## config.mk

```make
export PLATFORM = sky130hd
export DESIGN_NAME = ga_input_vec_builder
export DESIGN_NICKNAME = d
export VERILOG_FILES = /design/src/rtl/ga_input_vec_builder.sv
export SDC_FILE = /design/constraint.sdc
export NUM_CORES = 1
export LEC_CHECK = 0
export CAP_MARGIN = 20
export CORE_ASPECT_RATIO = 1.5
export CORE_UTILIZATION = 30
export DETAILED_ROUTE_END_ITERATION = 6
export PLACE_DENSITY = 0.5
export SYNTH_ARGS = -nofsm -noshare
export SYNTH_HDL_FRONTEND = slang
export SYNTH_SLANG_ARGS = --single-unit
```

## constraint.sdc

```tcl
create_clock -name clk -period 11.55 [get_ports clk]
set_clock_uncertainty 0.2 [all_clocks]
set_input_delay 2.31 -clock clk [delete_from_list [all_inputs] [get_ports clk]]
set_output_delay 2.31 -clock clk [all_outputs]
set_load 0.01 [all_outputs]
```

## src/rtl/ga_input_vec_builder.sv

```systemverilog
// ga_input_vec_builder
// Buffers scalar samples x(n) in a small FIFO and shifts them into an M-tap
// delay line. Each SHIFT presents a new masked regressor vector v(n) to the GA
// main FSM, followed by a one-cycle valid strobe and one mandatory gap cycle.
//
// state | meaning
// ------+------------------------------------------------------------
// IDLE  | wait for a queued sample and the GA ready level
// SHIFT | pop FIFO head into tap 0, shift delay line, latch output
// PULSE | o_valid_pls high for exactly this cycle
// GAP   | one idle cycle so the main FSM's registered ready can drop
module ga_input_vec_builder #(
    parameter int DATA_W      = 16,
    parameter int M_MAX       = 8,
    parameter int M_IDX_MAX_W = 3,
    parameter int FIFO_DEPTH  = 4,
    parameter int SIM_DLY     = 1,
    localparam int CHROM_MAX_W = DATA_W * M_MAX,
    localparam int CNT_W       = $clog2(FIFO_DEPTH) + 1
) (
    input  logic                   clk,
    input  logic                   rst,
    input  logic                   i_ga_enable,
    input  logic [M_IDX_MAX_W-1:0] cnfg_m,
    input  logic                   i_x_valid_pls,
    input  logic [DATA_W-1:0]      i_x_n,
    input  logic                   i_ga_ready,
    output logic                   o_valid_pls,
    output logic [CHROM_MAX_W-1:0] o_v_vec_flat_n,
    output logic [CNT_W-1:0]       o_fifo_count,
    output logic                   o_overflow
);

    localparam int PTR_W = $clog2(FIFO_DEPTH);

    localparam logic [1:0] S_IDLE  = 2'd0;
    localparam logic [1:0] S_SHIFT = 2'd1;
    localparam logic [1:0] S_PULSE = 2'd2;
    localparam logic [1:0] S_GAP   = 2'd3;

    // SIM_DLY is kept for parameter compatibility with older netlists; the
    // registers here are zero-delay. The empty block only flags bad values.
    if (FIFO_DEPTH < 2 || (FIFO_DEPTH & (FIFO_DEPTH - 1)) != 0 || SIM_DLY < 0) begin : g_bad_params
    end

    logic [1:0]             state;
    logic [1:0]             state_nxt;
    logic [DATA_W-1:0]      fifo_mem [FIFO_DEPTH];
    logic [PTR_W-1:0]       wr_ptr;
    logic [PTR_W-1:0]       rd_ptr;
    logic [CNT_W-1:0]       count;
    logic                   fifo_full;
    logic                   fifo_empty;
    logic                   pop;
    logic                   push;
    logic                   drop;
    logic                   overflow;
    logic [CHROM_MAX_W-1:0] tap_line;
    logic [CHROM_MAX_W-1:0] tap_line_nxt;
    logic [CHROM_MAX_W-1:0] tap_mask;
    logic [CHROM_MAX_W-1:0] vec_out;

    assign fifo_full  = (count == CNT_W'(FIFO_DEPTH));
    assign fifo_empty = (count == '0);
    assign pop        = (state == S_SHIFT);
    // A full FIFO still accepts a sample when the head leaves in the same cycle.
    assign push       = i_x_valid_pls && (!fifo_full || pop);
    assign drop       = i_x_valid_pls && fifo_full && !pop;

    assign tap_line_nxt = {tap_line[CHROM_MAX_W-DATA_W-1:0], fifo_mem[rd_ptr]};

    // Enable mask: taps above cnfg_m read as zero on the output only.
    always_comb begin
        tap_mask = '0;
        for (int k = 0; k < M_MAX; k++) begin
            if (k <= int'(cnfg_m)) begin
                tap_mask[DATA_W*k +: DATA_W] = {DATA_W{1'b1}};
            end
        end
    end

    // Sequencer next-state; ready is only looked at in IDLE.
    always_comb begin
        state_nxt = state;
        case (state)
            S_IDLE:  if (!fifo_empty && i_ga_ready) state_nxt = S_SHIFT;
            S_SHIFT: state_nxt = S_PULSE;
            S_PULSE: state_nxt = S_GAP;
            S_GAP:   state_nxt = S_IDLE;
            default: state_nxt = S_IDLE;
        endcase
    end

    // FIFO storage; contents need no reset because count gates every read.
    always_ff @(posedge clk) begin
        if (i_ga_enable && push) begin
            fifo_mem[wr_ptr] <= i_x_n;
        end
    end

    // Control state, FIFO pointers, delay line and output vector.
    always_ff @(posedge clk or posedge rst) begin
        if (rst) begin
            state    <= S_IDLE;
            wr_ptr   <= '0;
            rd_ptr   <= '0;
            count    <= '0;
            overflow <= 1'b0;
            tap_line <= '0;
            vec_out  <= '0;
        end else if (!i_ga_enable) begin
            state    <= S_IDLE;
            wr_ptr   <= '0;
            rd_ptr   <= '0;
            count    <= '0;
            overflow <= 1'b0;
            tap_line <= '0;
            vec_out  <= '0;
        end else begin
            state <= state_nxt;
            if (push) begin
                wr_ptr <= wr_ptr + 1'b1;
            end
            if (pop) begin
                rd_ptr   <= rd_ptr + 1'b1;
                tap_line <= tap_line_nxt;
                vec_out  <= tap_line_nxt & tap_mask;
            end
            case ({push, pop})
                2'b10:   count <= count + 1'b1;
                2'b01:   count <= count - 1'b1;
                default: count <= count;
            endcase
            if (drop) begin
                overflow <= 1'b1;
            end
        end
    end

    assign o_valid_pls    = (state == S_PULSE);
    assign o_v_vec_flat_n = vec_out;
    assign o_fifo_count   = count;
    assign o_overflow     = overflow;

endmodule

```

==> impl_metrics.yaml <==
synth:
  synth.area.top_cells: "dfrtp_1, edfxtp_1, mux2i_1"
  synth-warning-count: 0
  synth_cell_types: 40
  synth.avg_cell_area_um2: 14.17
  synth-xor-area-share: 0.001460
  yosys.area_share.simple: 0.09667
  synth_area_um2: 12000
  dominantRegCellSynth: "dfrtp_1"
  synthArstFlopShare: 0.7852
  synthAdderAreaFrac: 0.008969
  seq_area_frac_synth: 0.6482
  syn-num-nets: 879
  synth_top_area_share: 0.4881
  ys_seq_elements: 298
  netlist_instances: 847
  synth_top_family_by_area: "multiplexers"
  synth-compound-area-share: 0.09792
  synthMuxAreaShare: 0.1085
  yosys.area.top_type: "dfrtp_1"
  synth-edff-count: 64
sta:
  period_minus_slack_ns: 4.299
  rsz0062_at_grt: "no"
  finalMaxSlewViolations: 0
  worst_slack_ns: 7.251
  setup_viol: 0
  worst_pin_slew_ns: 1.025
  post-route-period-util: 0.3722
  relSlewSlack: 0.3170
  totalNegativeSetupSlack_ns: 0
  hold_slack_ns: 0.2978
  fmax_mhz: 232.6
  finalHoldViolCount: 0
layout:
  stdcell_area_um2: 14900
  fill_cells: 3772
  drive_gt1_frac: 0.06747
  area_growth_pct: 24.16
  fin_util: 0.3779
  nets: 1001
  final_cells: 1493
  diodes: 0
floorplan:
  std_cell_rows: 89
  die_w_um: 165.3
  dieArea_um2: 40810
  die_h_um: 246.9
  core_um2: 39420
  start_util: 0.3044
  io_pins: 157
power_and_ir_drop:
  p_int_mw: 1.922
  p_clk_frac: 0.373
  switching_power_mw: 0.7551
  cellLeakagePower_nw: 6.103
  seqPwrFrac: 0.451
  comb_power_share: 0.176
  power.density_nw_per_um2: 179.7
  power_mw: 2.677
  p_sw_frac: 0.2821
  peakVddDrop_mv: 0.09709
setup_path:
  crit_fanout: 4
  r2r_start: "state[1]"
  critPathRequiredTime_ns: 9.04
  worst_ep_arrival_time_ns: 1.79
  worst-r2r-cell-count: 6
  r2r_end: "tap_line[55]"
  slowest_delay_ns: 0.53
  startpoint_type: "flip-flop"
  critical_path_class: "flip-flop to output pin"
  path_cells: "inv_1, ha_1, clkdlybuf4s50_1"
  crit_path_end_kind: "output pin"
  reg2reg_slack_ns: 8.18
  slowest_stage: "clkdlybuf4s50_1"
clocking:
  postCtsSetupBuffers: 0
  cts_tree: "built"
  ctsResizeCount: 0
  cts.sinks: 298
  root_buffer: "clkbuf_16"
  cts_max_level: 1
  clk_latency_ns: 0.57
  clk_pin_slew_worst_paths_ns: 0.06
  cts_buffer_depth: 3
  cts_inserted_buffers: 30
  hold_buffers: 0
routing:
  drc: 27
  drtIter0Drc: 478
  dr_total_vias: 6925
  wl_per_cell_um: 19.11
  drtAntennaViolNets: 0
  wirelength_um: 28530
  drt-pass1-iter-count: 6
  via_per_inst: 4.638
worst_hold_path:
  holdCritStartpoint: "tap_line[99]"
  hold-path-cell-count: 1
  min_to: "o_v_vec_flat_n[115]"
  hp-class: "flip-flop to flip-flop"
global_route:
  grt_usage: 0.1418
  grt_first_pass_wirelength_um: 44390
  grt_max_degree: 92
  grt_pass1_vias: 7157
  grt_overflow_total: 0
  antenna_found_initial: 0
placement:
  place_congestion: 0.7226
  hpwlAfterDp_um: 18320
  port_buffers: 156
  dp_cells: 1436
  pre_cts_ws_ns: 6.696
  post_dp_cell_area_um2: 13830
run:
  maxCapViolCount: 0
outcome:
  violations: "DRC"
  status: "finished, violations left"
==> cell families after synthesis <==
group           after synthesis
flops                       298
simple gates                184
compound gates              144
mux                         130
buf+inv                      81
fa+ha+maj                     8
xor+xnor                      2
==> worst max-delay path by stage <==
stage	slack (ns)	end	startpoint
final	7.25	o_valid_pls	state[0]
after floorplan	2.62	o_fifo_count[0]	rst
after global placement	6.74	o_v_vec_flat_n[104]	i_ga_enable
after detailed placement	6.70	o_v_vec_flat_n[126]	i_ga_enable
after global routing	7.14	o_v_vec_flat_n[80]	i_ga_enable
after CTS	7.20	o_valid_pls	state[0]
==> power groups by stage <==
stage	Combinational, mW	Clock (mW)	Sequential (mW)
after global routing	0.514	1.07	1.21
after detailed placement	0.479	0	1.23
final	0.472	0.998	1.21
after CTS	0.481	1.03	1.21
after floorplan	0.362	0	1.19
after global placement	0.475	0	1.23
==> cell usage after synthesis (2+ instances only) <==
master    number
o221ai_1      16
nand2_1        9
and2_1         7
and3_4         2
edfxtp_1      64
buf_2         28
nor2b_1      136
nor2_1         5
a211oi_1       2
dfrtp_1      234
nand3_1        2
a21oi_1       20
clkbuf_1      20
ha_1           7
a22o_1        96
mux2i_1      130
inv_1          6
buf_4         20
nand3b_1      17
buf_6          6
==> routing by layer <==
layer  GRT usage  part of all wire  up-vias
met4     0.04911             0.024        0
met1      0.1870              0.44     3448
met2      0.2280              0.48      154
met5           0                 0        -
met3     0.03069             0.053       35
li1            -                 -     3288
==> placed cells by master (no fill, tap or decap), types with 2 or more instances in the layout <==
| master | Yosys | layout |
|---|---|---|
| dfrtp_1 | 234 | 233 |
| clkdlybuf4s50_1 | 0 | 155 |
| nor2b_1 | 136 | 135 |
| mux2i_1 | 130 | 130 |
| a22o_1 | 96 | 96 |
| edfxtp_1 | 64 | 64 |
| clkbuf_16 | 0 | 32 |
| a21oi_1 | 20 | 20 |
| nand3b_1 | 17 | 17 |
| o221ai_1 | 16 | 16 |
| nand2_1 | 9 | 9 |
| buf_4 | 20 | 9 |
| and2_1 | 7 | 7 |
| clkbuf_8 | 0 | 7 |
| ha_1 | 7 | 6 |
| clkbuf_1 | 20 | 6 |
| inv_1 | 6 | 5 |
| nor2_1 | 5 | 5 |
| and3_4 | 2 | 2 |
| nand3_1 | 2 | 2 |
| inv_8 | 0 | 2 |
| a211oi_1 | 2 | 2 |
| clkinv_2 | 0 | 2 |
| inv_6 | 0 | 2 |
==> registers in the layout, indices dropped and copies added (netlist names) <==
| register | cells |
|---|---|
| fifo_mem | 64 |
| tap_line | 112 |
| wr_ptr | 2 |
| rd_ptr | 2 |
| state | 2 |
| o_overflow | 1 |
| o_fifo_count | 3 |
| o_v_vec_flat_n | 112 |
==> worst max-delay path, delay by kind of cell (launching register included) <==
family / cells / cell delay, ns
buffers and inverters: 2 / 0.66
DFF: 1 / 0.41
adders and majority gates: 1 / 0.17
==> cell type report <==
class,count,area [um2],area share
inverter,6,30.03,0.002016
timing repair buffer,165,1647,0.1105
tap,500,625.6,0.04200
sequential,298,7779,0.5222
multi-input combinational,468,3781,0.2538
clock buffer,46,927.1,0.06224
clock inverter,10,107.6,0.007223
Power figures use the tool's default switching activity.
